`src/rtl/wb_bridge_pkg.sv`:
```
// wb_bridge_nway shared types: FSM encoding, error data, counter width.
// Imported by the bridge, its decoder and the bus interface.
package wb_bridge_pkg;

  typedef enum logic [1:0] {
    ST_IDLE = 2'd0,
    ST_REQ  = 2'd1,
    ST_RESP = 2'd2
  } state_e;

  localparam logic [31:0] ERR_DATA_DEF = 32'hDEAD_BEEF;
  localparam int          CNT_W        = 16;

  function automatic int idx_w(input int n);
    return (n > 1) ? $clog2(n) : 1;
  endfunction

endpackage

```
`src/rtl/wb_bridge_nway_if.sv`:
```
// Upstream slave port plus NUM_PORTS packed downstream master ports.
// slave = bridge side, master = surrounding system (upstream + targets).
interface wb_bridge_nway_if
  import wb_bridge_pkg::*;
#(
  parameter int NUM_PORTS  = 4,
  parameter int ADDR_WIDTH = 32
);
  logic                            wbs_stb_i;
  logic                            wbs_cyc_i;
  logic                            wbs_we_i;
  logic [3:0]                      wbs_sel_i;
  logic [31:0]                     wbs_dat_i;
  logic [31:0]                     wbs_adr_i;
  logic                            wbs_ack_o;
  logic                            wbs_err_o;
  logic [31:0]                     wbs_dat_o;

  logic [NUM_PORTS-1:0]            wbm_stb_o;
  logic [NUM_PORTS-1:0]            wbm_cyc_o;
  logic [NUM_PORTS-1:0]            wbm_we_o;
  logic [4*NUM_PORTS-1:0]          wbm_sel_o;
  logic [ADDR_WIDTH*NUM_PORTS-1:0] wbm_adr_o;
  logic [32*NUM_PORTS-1:0]         wbm_dat_o;
  logic [32*NUM_PORTS-1:0]         wbm_dat_i;
  logic [NUM_PORTS-1:0]            wbm_ack_i;

  modport slave (
    input  wbs_stb_i, wbs_cyc_i, wbs_we_i,
    input  wbs_sel_i, wbs_dat_i, wbs_adr_i,
    output wbs_ack_o, wbs_err_o, wbs_dat_o,
    output wbm_stb_o, wbm_cyc_o, wbm_we_o,
    output wbm_sel_o, wbm_adr_o, wbm_dat_o,
    input  wbm_dat_i, wbm_ack_i
  );

  modport master (
    output wbs_stb_i, wbs_cyc_i, wbs_we_i,
    output wbs_sel_i, wbs_dat_i, wbs_adr_i,
    input  wbs_ack_o, wbs_err_o, wbs_dat_o,
    input  wbm_stb_o, wbm_cyc_o, wbm_we_o,
    input  wbm_sel_o, wbm_adr_o, wbm_dat_o,
    output wbm_dat_i, wbm_ack_i
  );

endinterface

```
`src/rtl/wb_bridge_decoder.sv`:
```
// Priority base/mask window decoder; lowest matching index wins.
// Purely combinational so crossbars can reuse it per initiator.
module wb_bridge_decoder
  import wb_bridge_pkg::*;
#(
  parameter int                    NUM_PORTS = 4,
  parameter logic [NUM_PORTS*32-1:0] PORT_BASE = '0,
  parameter logic [NUM_PORTS*32-1:0] PORT_MASK = '0,
  parameter int                    IDX_W     = idx_w(NUM_PORTS)
) (
  input  logic [31:0]      adr_i,
  output logic             hit_o,
  output logic [IDX_W-1:0] idx_o
);

  // Scan downward so the lowest hitting index is the last writer.
  always_comb begin
    hit_o = 1'b0;
    idx_o = '0;
    for (int i = NUM_PORTS - 1; i >= 0; i--) begin
      if ((adr_i & PORT_MASK[32*i +: 32]) == PORT_BASE[32*i +: 32]) begin
        hit_o = 1'b1;
        idx_o = IDX_W'(i);
      end
    end
  end

endmodule

```
`src/rtl/wb_bridge_nway.sv`:
```
// Registered N-way Wishbone classic bridge, one downstream port at a time.
// Define WB_BRIDGE_TIMEOUT_EN to enable the downstream timeout counter.
module wb_bridge_nway
  import wb_bridge_pkg::*;
#(
  parameter int NUM_PORTS      = 4,
  parameter int ADDR_WIDTH     = 32,
  parameter logic [NUM_PORTS*32-1:0] PORT_BASE = {
    32'h3003_0000, 32'h3002_0000,
    32'h3001_0000, 32'h3000_0000
  },
  parameter logic [NUM_PORTS*32-1:0] PORT_MASK = {
    4{32'hffff_0000}
  },
  parameter int          TIMEOUT_CYCLES = 255,
  parameter logic [31:0] ERR_DATA       = ERR_DATA_DEF
) (
  input logic             wb_clk_i,
  input logic             wb_rst_n_i,
  wb_bridge_nway_if.slave bus
);

  localparam int IW = idx_w(NUM_PORTS);

  if (NUM_PORTS < 1 || NUM_PORTS > 8) begin : g_np_chk
    $error("NUM_PORTS out of range");
  end
  if (TIMEOUT_CYCLES < 1 || TIMEOUT_CYCLES > 65535) begin : g_to_chk
    $error("TIMEOUT_CYCLES out of range");
  end

  state_e                state_q, state_d;
  logic [IW-1:0]         idx_q, idx_d;
  logic [ADDR_WIDTH-1:0] adr_q, adr_d;
  logic                  we_q, we_d;
  logic [3:0]            sel_q, sel_d;
  logic [31:0]           wdat_q, wdat_d;
  logic [31:0]           rdat_q, rdat_d;
  logic                  rerr_q, rerr_d;
  logic                  ack_q, ack_d;
  logic                  err_q, err_d;

  logic                  dec_hit;
  logic [IW-1:0]         dec_idx;
  logic [31:0]           mask_sel;
  logic [31:0]           off_full;
  logic                  ack_sel;
  logic [31:0]           rdat_sel;
  logic                  req_new;

`ifdef WB_BRIDGE_TIMEOUT_EN
  logic [CNT_W-1:0]      cnt_q, cnt_d;
  logic [CNT_W-1:0]      cnt_inc;
`endif

  wb_bridge_decoder #(
    .NUM_PORTS (NUM_PORTS),
    .PORT_BASE (PORT_BASE),
    .PORT_MASK (PORT_MASK),
    .IDX_W     (IW)
  ) u_dec (
    .adr_i (bus.wbs_adr_i),
    .hit_o (dec_hit),
    .idx_o (dec_idx)
  );

  always_comb begin
    mask_sel = '0;
    for (int i = 0; i < NUM_PORTS; i++) begin
      if (dec_idx == IW'(i)) begin
        mask_sel = PORT_MASK[32*i +: 32];
      end
    end
    off_full = bus.wbs_adr_i & ~mask_sel;
  end

  // Only the latched port sees any activity; all other fields stay 0.
  always_comb begin
    bus.wbm_stb_o = '0;
    bus.wbm_cyc_o = '0;
    bus.wbm_we_o  = '0;
    bus.wbm_sel_o = '0;
    bus.wbm_adr_o = '0;
    bus.wbm_dat_o = '0;
    ack_sel       = 1'b0;
    rdat_sel      = '0;
    for (int i = 0; i < NUM_PORTS; i++) begin
      if (state_q == ST_REQ && idx_q == IW'(i)) begin
        bus.wbm_stb_o[i]          = 1'b1;
        bus.wbm_cyc_o[i]          = 1'b1;
        bus.wbm_we_o[i]           = we_q;
        bus.wbm_sel_o[4*i +: 4]   = sel_q;
        bus.wbm_adr_o[ADDR_WIDTH*i +: ADDR_WIDTH] = adr_q;
        bus.wbm_dat_o[32*i +: 32] = wdat_q;
        ack_sel                   = bus.wbm_ack_i[i];
        rdat_sel                  = bus.wbm_dat_i[32*i +: 32];
      end
    end
  end

  // While the response pulse is out the upstream still holds the
  // finished request, so it must not be accepted a second time.
  assign req_new = bus.wbs_cyc_i & bus.wbs_stb_i & ~ack_q & ~err_q;

`ifdef WB_BRIDGE_TIMEOUT_EN
  assign cnt_inc = cnt_q + 1'b1;
`endif

  always_comb begin
    state_d = state_q;
    idx_d   = idx_q;
    adr_d   = adr_q;
    we_d    = we_q;
    sel_d   = sel_q;
    wdat_d  = wdat_q;
    rdat_d  = rdat_q;
    rerr_d  = rerr_q;
    ack_d   = 1'b0;
    err_d   = 1'b0;
`ifdef WB_BRIDGE_TIMEOUT_EN
    cnt_d   = cnt_q;
`endif
    unique case (state_q)
      ST_IDLE: begin
        if (req_new) begin
          idx_d  = dec_idx;
          adr_d  = off_full[ADDR_WIDTH-1:0];
          we_d   = bus.wbs_we_i;
          sel_d  = bus.wbs_sel_i;
          wdat_d = bus.wbs_dat_i;
          if (dec_hit) begin
            state_d = ST_REQ;
`ifdef WB_BRIDGE_TIMEOUT_EN
            cnt_d   = '0;
`endif
          end else begin
            state_d = ST_RESP;
            rerr_d  = 1'b1;
            rdat_d  = ERR_DATA;
          end
        end
      end
      ST_REQ: begin
        if (!bus.wbs_cyc_i) begin
          state_d = ST_IDLE;
        end else if (ack_sel) begin
          state_d = ST_RESP;
          rerr_d  = 1'b0;
          rdat_d  = rdat_sel;
        end
`ifdef WB_BRIDGE_TIMEOUT_EN
        else if (cnt_inc == CNT_W'(TIMEOUT_CYCLES)) begin
          state_d = ST_RESP;
          rerr_d  = 1'b1;
          rdat_d  = ERR_DATA;
        end else begin
          cnt_d = cnt_inc;
        end
`endif
      end
      ST_RESP: begin
        state_d = ST_IDLE;
        ack_d   = ~rerr_q;
        err_d   = rerr_q;
      end
      default: state_d = ST_IDLE;
    endcase
  end

  always_ff @(posedge wb_clk_i or negedge wb_rst_n_i) begin
    if (!wb_rst_n_i) begin
      state_q <= ST_IDLE;
      idx_q   <= '0;
      adr_q   <= '0;
      we_q    <= 1'b0;
      sel_q   <= '0;
      wdat_q  <= '0;
      rdat_q  <= '0;
      rerr_q  <= 1'b0;
      ack_q   <= 1'b0;
      err_q   <= 1'b0;
    end else begin
      state_q <= state_d;
      idx_q   <= idx_d;
      adr_q   <= adr_d;
      we_q    <= we_d;
      sel_q   <= sel_d;
      wdat_q  <= wdat_d;
      rdat_q  <= rdat_d;
      rerr_q  <= rerr_d;
      ack_q   <= ack_d;
      err_q   <= err_d;
    end
  end

`ifdef WB_BRIDGE_TIMEOUT_EN
  always_ff @(posedge wb_clk_i or negedge wb_rst_n_i) begin
    if (!wb_rst_n_i) begin
      cnt_q <= '0;
    end else begin
      cnt_q <= cnt_d;
    end
  end
`endif

  assign bus.wbs_ack_o = ack_q;
  assign bus.wbs_err_o = err_q;
  assign bus.wbs_dat_o = rdat_q;

endmodule

```
`src/flat_wrapper.sv`:
```
// flat-port wrapper written by rule: the top's interface ports become plain ports
module wb_bridge_nway_flat import wb_bridge_pkg::*;
#(
  parameter int NUM_PORTS      = 4,
  parameter int ADDR_WIDTH     = 32,
  parameter logic [NUM_PORTS*32-1:0] PORT_BASE = {
    32'h3003_0000, 32'h3002_0000,
    32'h3001_0000, 32'h3000_0000
  },
  parameter logic [NUM_PORTS*32-1:0] PORT_MASK = {
    4{32'hffff_0000}
  },
  parameter int          TIMEOUT_CYCLES = 255,
  parameter logic [31:0] ERR_DATA       = ERR_DATA_DEF
)
  (wb_clk_i, wb_rst_n_i, bus_wbs_stb_i, bus_wbs_cyc_i, bus_wbs_we_i, bus_wbs_sel_i, bus_wbs_dat_i, bus_wbs_adr_i, bus_wbs_ack_o, bus_wbs_err_o, bus_wbs_dat_o, bus_wbm_stb_o, bus_wbm_cyc_o, bus_wbm_we_o, bus_wbm_sel_o, bus_wbm_adr_o, bus_wbm_dat_o, bus_wbm_dat_i, bus_wbm_ack_i);
  wb_bridge_nway_if #(.NUM_PORTS(NUM_PORTS), .ADDR_WIDTH(ADDR_WIDTH)) bus_i ();
  input logic wb_clk_i;
  input logic wb_rst_n_i;
  input wire logic [$bits(bus_i.wbs_stb_i)-1:0] bus_wbs_stb_i;
  input wire logic [$bits(bus_i.wbs_cyc_i)-1:0] bus_wbs_cyc_i;
  input wire logic [$bits(bus_i.wbs_we_i)-1:0] bus_wbs_we_i;
  input wire logic [$bits(bus_i.wbs_sel_i)-1:0] bus_wbs_sel_i;
  input wire logic [$bits(bus_i.wbs_dat_i)-1:0] bus_wbs_dat_i;
  input wire logic [$bits(bus_i.wbs_adr_i)-1:0] bus_wbs_adr_i;
  output wire logic [$bits(bus_i.wbs_ack_o)-1:0] bus_wbs_ack_o;
  output wire logic [$bits(bus_i.wbs_err_o)-1:0] bus_wbs_err_o;
  output wire logic [$bits(bus_i.wbs_dat_o)-1:0] bus_wbs_dat_o;
  output wire logic [$bits(bus_i.wbm_stb_o)-1:0] bus_wbm_stb_o;
  output wire logic [$bits(bus_i.wbm_cyc_o)-1:0] bus_wbm_cyc_o;
  output wire logic [$bits(bus_i.wbm_we_o)-1:0] bus_wbm_we_o;
  output wire logic [$bits(bus_i.wbm_sel_o)-1:0] bus_wbm_sel_o;
  output wire logic [$bits(bus_i.wbm_adr_o)-1:0] bus_wbm_adr_o;
  output wire logic [$bits(bus_i.wbm_dat_o)-1:0] bus_wbm_dat_o;
  input wire logic [$bits(bus_i.wbm_dat_i)-1:0] bus_wbm_dat_i;
  input wire logic [$bits(bus_i.wbm_ack_i)-1:0] bus_wbm_ack_i;
  assign bus_i.wbs_stb_i = bus_wbs_stb_i;
  assign bus_i.wbs_cyc_i = bus_wbs_cyc_i;
  assign bus_i.wbs_we_i = bus_wbs_we_i;
  assign bus_i.wbs_sel_i = bus_wbs_sel_i;
  assign bus_i.wbs_dat_i = bus_wbs_dat_i;
  assign bus_i.wbs_adr_i = bus_wbs_adr_i;
  assign bus_wbs_ack_o = bus_i.wbs_ack_o;
  assign bus_wbs_err_o = bus_i.wbs_err_o;
  assign bus_wbs_dat_o = bus_i.wbs_dat_o;
  assign bus_wbm_stb_o = bus_i.wbm_stb_o;
  assign bus_wbm_cyc_o = bus_i.wbm_cyc_o;
  assign bus_wbm_we_o = bus_i.wbm_we_o;
  assign bus_wbm_sel_o = bus_i.wbm_sel_o;
  assign bus_wbm_adr_o = bus_i.wbm_adr_o;
  assign bus_wbm_dat_o = bus_i.wbm_dat_o;
  assign bus_i.wbm_dat_i = bus_wbm_dat_i;
  assign bus_i.wbm_ack_i = bus_wbm_ack_i;
  wb_bridge_nway #(.NUM_PORTS(NUM_PORTS), .ADDR_WIDTH(ADDR_WIDTH), .PORT_BASE(PORT_BASE), .PORT_MASK(PORT_MASK), .TIMEOUT_CYCLES(TIMEOUT_CYCLES), .ERR_DATA(ERR_DATA)) u_core (.wb_clk_i(wb_clk_i), .wb_rst_n_i(wb_rst_n_i), .bus(bus_i));
endmodule
```
`config.mk`:
```
export PLATFORM = sky130hd
export DESIGN_NAME = wb_bridge_nway_flat
export DESIGN_NICKNAME = d
export VERILOG_FILES = /design/src/rtl/wb_bridge_pkg.sv /design/src/rtl/wb_bridge_nway_if.sv /design/src/rtl/wb_bridge_decoder.sv /design/src/rtl/wb_bridge_nway.sv /design/src/flat_wrapper.sv
export SDC_FILE = /design/constraint.sdc
export NUM_CORES = 1
export LEC_CHECK = 0
export CAP_MARGIN = 20
export CORE_AREA = 2 2 202 204
export CTS_BUF_LIST = sky130_fd_sc_hd__clkbuf_16
export CTS_CLUSTER_SIZE = 25
export DETAILED_ROUTE_END_ITERATION = 7
export DIE_AREA = 0 0 204 206
export GPL_ROUTABILITY_DRIVEN = 1
export GPL_TIMING_DRIVEN = 0
export PLACE_DENSITY = 0.45
export RECOVER_POWER = 50
export SETUP_SLACK_MARGIN = 0.4
export SYNTH_ARGS = -nofsm -noshare
export SYNTH_HDL_FRONTEND = slang
export SYNTH_SLANG_ARGS = --single-unit
export TNS_END_PERCENT = 1
```
`constraint.sdc`:
```
create_clock -name wb_clk_i -period 2 [get_ports wb_clk_i]
set_input_delay 0.5 -clock wb_clk_i [delete_from_list [all_inputs] [get_ports wb_clk_i]]
set_output_delay 0.5 -clock wb_clk_i [all_outputs]
set_load 0.02 [all_outputs]
```
==> results.toml, run 1 <==
[die]
start_util = 0.1685
die_h_um = 206
ios = 523
fp.dieArea_um2 = 42020
rows = 74
core_area_um2 = 40180
die_x_um = 204

[cts]
clk_latency_ps = 360
cts_root_buffer = "clkbuf_16"
clockBufferDepth = 2
cts_inserted_buffers = 9
clock-sinks = 108
htree_levels = 3
cts_tree = "yes"
path_clk_slew_ps = 80
holdBufCountCts = 0

[timing]
final-hold-violation-count = 0
fin_skew_ps = 7.679
tightestPinTransition_ps = 1491
fmax_mhz = 390.8
fin_ws_ps = -559.0
fin_crit_sh = 1.279
final_max_slew_viol_count = 0
rsz0062_at_grt = "yes"
fin_crit_ps = 2559
relSlewSlack = 0.005929
tns_ps = -133880
setup_violations = 368

[cells_and_area]
final_cells = 1726
drive_gt1_frac = 0.5835
final_area_um2 = 13740
syn_to_final_growth_pct = 102.9
nNetsFinal = 1391
fillerInstances = 4121

[route]
drtAntennaViolNets = 0
wirelength_mm = 35.31
dr.pass1.iters = 4
via_per_inst = 3.964
drtIter0Drc = 238
routed-via-count = 6842
drc_errors = 0
routedWlPerCell_um = 20.46

[global_routing]
overflow = 0
grt_pass1_wl_mm = 49.07
antenna_found_initial = 4
grt_usage = 0.1619
grt_max_degree = 57
grt_pass1_vias = 7074

[setup_path]
cp.required_ps = 1500
critPathMaxFanout = 8
cp-end-kind = "output pin"
regToRegSetupSlack_ps = -360
cp.arrival_ps = 2060
crit_path_start_kind = "register"
worstSetupPathType = "reg2out"
r2r_cells = 5

[yosys]
syn_inst = 626
synthTopCellsByArea = "dfrtp_1 (40%), and2_1 (27%), mux4_2 (11%)"
synth-edff-count = 0
ys_ff_latch = 108
synthFlopType = "dfrtp_1"
synth_common_cells = "and2_1 (292), dfrtp_1 (108), mux2_2 (59), clkbuf_1 (36), mux4_2 (33)"
ys.warnings.count = 0
ys_types = 31
syn_area_um2 = 6769
yosysMostFrequentCell = "and2_1"
syn_avg_cell_area_um2 = 10.81
synth_top_area_frac = 0.3993
ys_seq_area_frac = 0.3993
async_flop_share = 1.000
synthesis.nets = 831
synth_top_area_cell = "dfrtp_1"

[placement]
post-place-cells = 1681
place_hpwl_mm = 28.50
port_buffers = 522
place_ws_ps = -1435
place_congestion = 0.7535
place_area_um2 = 13050

[power]
power.density_nw_per_um2 = 411.1
irDropWorstVdd_mv = 0.3610
leakage_uw = 0.006243

[status]
status = "finished, violations left"
violations = "negative setup slack"

[run]
cap_viol_max_count = 0

[hold_path]
hp-class = "in2async"
[final cells by class]
cell class,instances,area [µm²],share of cell area
Clock inverter,7,67.56,0.004918
Buffer,55,735.7,0.05356
Timing Repair Buffer,549,5104,0.3715
Tap cell,532,665.6,0.04846
Clock buffer,9,225.2,0.01639
Inverter,10,45.04,0.003279
Antenna cell,3,7.507,0.0005465
Multi-Input combinational cell,453,4180,0.3043
Sequential cell,108,2706,0.1970
[kinds of logic (layout without fill, tap and decap cells)]
logic type | Yosys count | count (layout) | synth area share
simple gates | 329 | 329 | 0.3035
flops | 108 | 108 | 0.3993
mux | 99 | 99 | 0.2235
buf+inv | 65 | 630 | 0.04362
compound gates | 25 | 25 | 0.03013
other cells | 0 | 3 | 0
[metal layers]
metal	vias to the layer above	track usage	routed length, µm
met5	-	0	13
met4	2	0.05383	782
met3	25	0.04730	2753
met2	326	0.3044	18510
met1	3288	0.1724	13250
li1	3201	-	-
[final timing paths]
path,start,endpoint
hold reg to reg,u_core.rerr_q$_DFFE_PN0P_,u_core.bus.wbs_ack_o$_DFF_PN0_
max in group asynchronous,wb_rst_n_i,u_core.sel_q[1]$_DFFE_PN0P_
hold / removal,wb_rst_n_i,u_core.adr_q[30]$_DFFE_PN0P_
setup reg to reg,u_core.state_q[1]$_DFFE_PN0P_,u_core.wdat_q[31]$_DFFE_PN0P_
setup / recovery,u_core.idx_q[1]$_DFFE_PN0P_,bus_wbm_adr_o[1]
min in group wb_clk_i,u_core.rerr_q$_DFFE_PN0P_,u_core.bus.wbs_ack_o$_DFF_PN0_
[timing repair]
item                       in CTS  in global routing
gates cloned                    6                  0
setup buffers                  14                  6
gates resized for setup      1070                448
setup endpoints to repair     423                424
pin swaps                       4                  2
hold endpoints to repair        0                  0
[report_power, final]
group	switching, µW	internal, µW	total, µW
combinational	274	660	934
sequential	374	2450	2830
clock	915	971	1890
[registers in the layout (all words and copies together) (netlist names), 2 cells and up]
signal and count:
u_core.state_q 2, u_core.adr_q 32, u_core.idx_q 2, u_core.sel_q 4, u_core.wdat_q 32, u_core.bus.wbs_dat_o 32
[stage by stage]
| stage | util | power (µW) | hold slack [ps] |
|---|---|---|---|
| after global placement | 0.3241 | 3768 | 460.6 |
| after global routing | 0.3418 | 5953 | 496.6 |
| after floorplan | - | 3071 | 204.4 |
| final | 0.3419 | 5647 | 472.9 |
| after detailed placement | 0.3249 | 3810 | 476.1 |
| after CTS | 0.3507 | 5758 | 108.5 |
[cells in the final DEF (no fill, tap or decap), types with 6 or more instances in the layout]
master and count:
and2_1 85, and2_2 141, and2_4 66, buf_12 8
buf_2 48, buf_4 42, buf_6 118, buf_8 15
clkbuf_1 7, clkbuf_16 19, clkbuf_2 79, clkbuf_4 6
clkbuf_8 8, clkdlybuf4s15_2 21, clkdlybuf4s50_1 202, dfrtp_1 105
dlymetal6s2s_1 34, inv_1 10, mux2_2 59, mux2_4 7
mux4_2 33, nand2b_1 14, o22a_1 11, o2bb2ai_1 8
[critical path: stages (launching register included)]
cell and delay (ps):
dfrtp_1 430, buf_12 160, nor4_4 240, buf_4 170
buf_6 100, buf_12 150, clkbuf_16 160, and2_4 150
buf_6 110
(Power assumes the default switching activity.)
==> run 2, diff against run 1 <==
--- a/config.mk
+++ b/config.mk
@@ -13,7 +13,7 @@
 export DIE_AREA = 0 0 204 206
 export GPL_ROUTABILITY_DRIVEN = 1
 export GPL_TIMING_DRIVEN = 0
-export PLACE_DENSITY = 0.45
+export PLACE_DENSITY = 0.44
 export RECOVER_POWER = 50
 export SETUP_SLACK_MARGIN = 0.4
 export SYNTH_ARGS = -nofsm -noshare
==> constraint.sdc (replaced) <==
create_clock -name wb_clk_i -period 3.1 [get_ports wb_clk_i]
set_input_delay 0.775 -clock wb_clk_i [delete_from_list [all_inputs] [get_ports wb_clk_i]]
set_output_delay 0.775 -clock wb_clk_i [all_outputs]
set_load 0.02 [all_outputs]
==> run 2 against run 1 <==
The flow now finishes without violations. Clock-buffer cell count is the same. Combinational power shrank 36%. Highest routed layer unchanged. Largest power group unchanged. Utilization shrank 3.8 points. Clock skew shrank 1.0 ps. Clock power shrank 40%. Sequential share of layout area grew 2.4 points. Non-clock buffer count shrank 11. Register-to-register slack gained 900 ps.
==> results.toml, run 2 (same netlist as run 1, synthesis figures left out) <==
[placement]
place_ws_ps = -1199
place_hpwl_mm = 27.63
place_area_um2 = 12720
port_buffers = 522
post-place-cells = 1683
place_congestion = 0.8149

[cts]
path_clk_slew_ps = 80
clock-sinks = 108
clk_latency_ps = 360
cts_root_buffer = "clkbuf_16"
cts_tree = "yes"
clockBufferDepth = 2
cts_inserted_buffers = 9
holdBufCountCts = 0
htree_levels = 3

[hold_path]
hp-class = "reg2reg"
worstHoldPathCells = 1

[cells_and_area]
syn_to_final_growth_pct = 80.35
layout_commonest_cell = "and2_1"
final_cell_mix = "and2_1 (283), clkdlybuf4s50_1 (202), clkbuf_2 (161), dfrtp_1 (108), buf_2 (63)"
final_area_um2 = 12210
nNetsFinal = 1380
multi_input_area_um2 = 3795
final_cells = 1713
fillerInstances = 4316
seq_area_um2 = 2703
drive_gt1_frac = 0.3636

[setup_path]
worstSetupPathType = "in2reg"
cp.arrival_ps = 3120
cp-end-kind = "register"
cp.required_ps = 3350
critPathMaxFanout = 10
crit_path_start_kind = "input port"
r2r_cells = 8

[die]
die_x_um = 204
rows = 74
ios = 523
start_util = 0.1685
die_h_um = 206
fp.dieArea_um2 = 42020
core_area_um2 = 40180

[global_routing]
grt_usage = 0.1582
grt_max_degree = 56
antenna_found_initial = 1
overflow = 0
grt_pass1_vias = 6958
grt_pass1_wl_mm = 48.58

[route]
drtIter0Drc = 204
dr.pass1.iters = 4
routedWlPerCell_um = 20.21
routed-via-count = 6732
drtAntennaViolNets = 0
drc_errors = 0
via_per_inst = 3.930
wirelength_mm = 34.61

[timing]
relSlewSlack = 0.04722
final-hold-violation-count = 0
fmax_mhz = 348.1
tns_ps = 0
fin_skew_ps = 6.657
tightestPinTransition_ps = 1429
fin_ws_ps = 227.6
fin_crit_ps = 2872
final_max_slew_viol_count = 0
rsz0062_at_grt = "yes"
fin_crit_sh = 0.9266
setup_violations = 0

[power]
leakage_uw = 0.005499
finalPower_uw = 3531
power.density_nw_per_um2 = 289.3
irDropWorstVdd_mv = 0.2479

[run]
cap_viol_max_count = 0

[status]
status = "completed"
run 2: where the power goes:
| group | switching, µW | internal, µW |
|---|---|---|
| clock | 593 | 550 |
| combinational | 177 | 417 |
| sequential | 212 | 1580 |
run 2: final cells by class:
cell class              count  area share
clock inverters             7    0.004305
repair buffers            538      0.3430
plain buffers              55     0.04397
clock buffers               9     0.01845
diodes                      1   0.0002050
inverters                  10    0.003280
multi-input cells         453      0.3109
well taps                 532     0.05452
flip-flops and latches    108      0.2214
run 2: timing repair:
action | CTS | global route
pin swaps | 3 | 1
gates resized for setup | 600 | 460
cloned | 0 | 3
setup buffers | 7 | 3
endpoints found under the setup margin | 334 | 290
run 2: metrics by stage:
stage	utilization	hold WS [ps]
floorplan	-	423.2
global placement	0.3150	458.8
detailed placement	0.3164	460.2
CTS	0.3271	379.5
global route	0.3037	480.8
finish	0.3038	479.4
run 2: final timing paths:
kind	start	end	slack [ps]
worst max register to register	u_core.state_q[0]$_DFFE_PN0P_	u_core.bus.wbs_dat_o[26]$_DFFE_PN0P_	540
max in group asynchronous	wb_rst_n_i	u_core.wdat_q[1]$_DFFE_PN0P_	710
worst min register to register	u_core.rerr_q$_DFFE_PN0P_	u_core.bus.wbs_ack_o$_DFF_PN0_	480
worst max-delay path	bus_wbs_adr_i[30]	u_core.bus.wbs_dat_o[26]$_DFFE_PN0P_	230
worst min-delay path	u_core.rerr_q$_DFFE_PN0P_	u_core.bus.wbs_ack_o$_DFF_PN0_	480
min in group asynchronous	wb_rst_n_i	u_core.bus.wbs_dat_o[27]$_DFFE_PN0P_	730
run 2: critical path, cell delays in order:
cell and delay [ps]:
dlygate4sd3_1 540, nor4b_1 340, and4_1 420, a211o_2 190
buf_6 150, inv_4 90, clkbuf_2 260, mux2_1 360
run 2: per-layer routing:
layer	global-route usage	wire (µm)
met1	0.1974	14560
met5	0	11
met2	0.2804	17510
met4	0.03442	460
met3	0.03248	2064
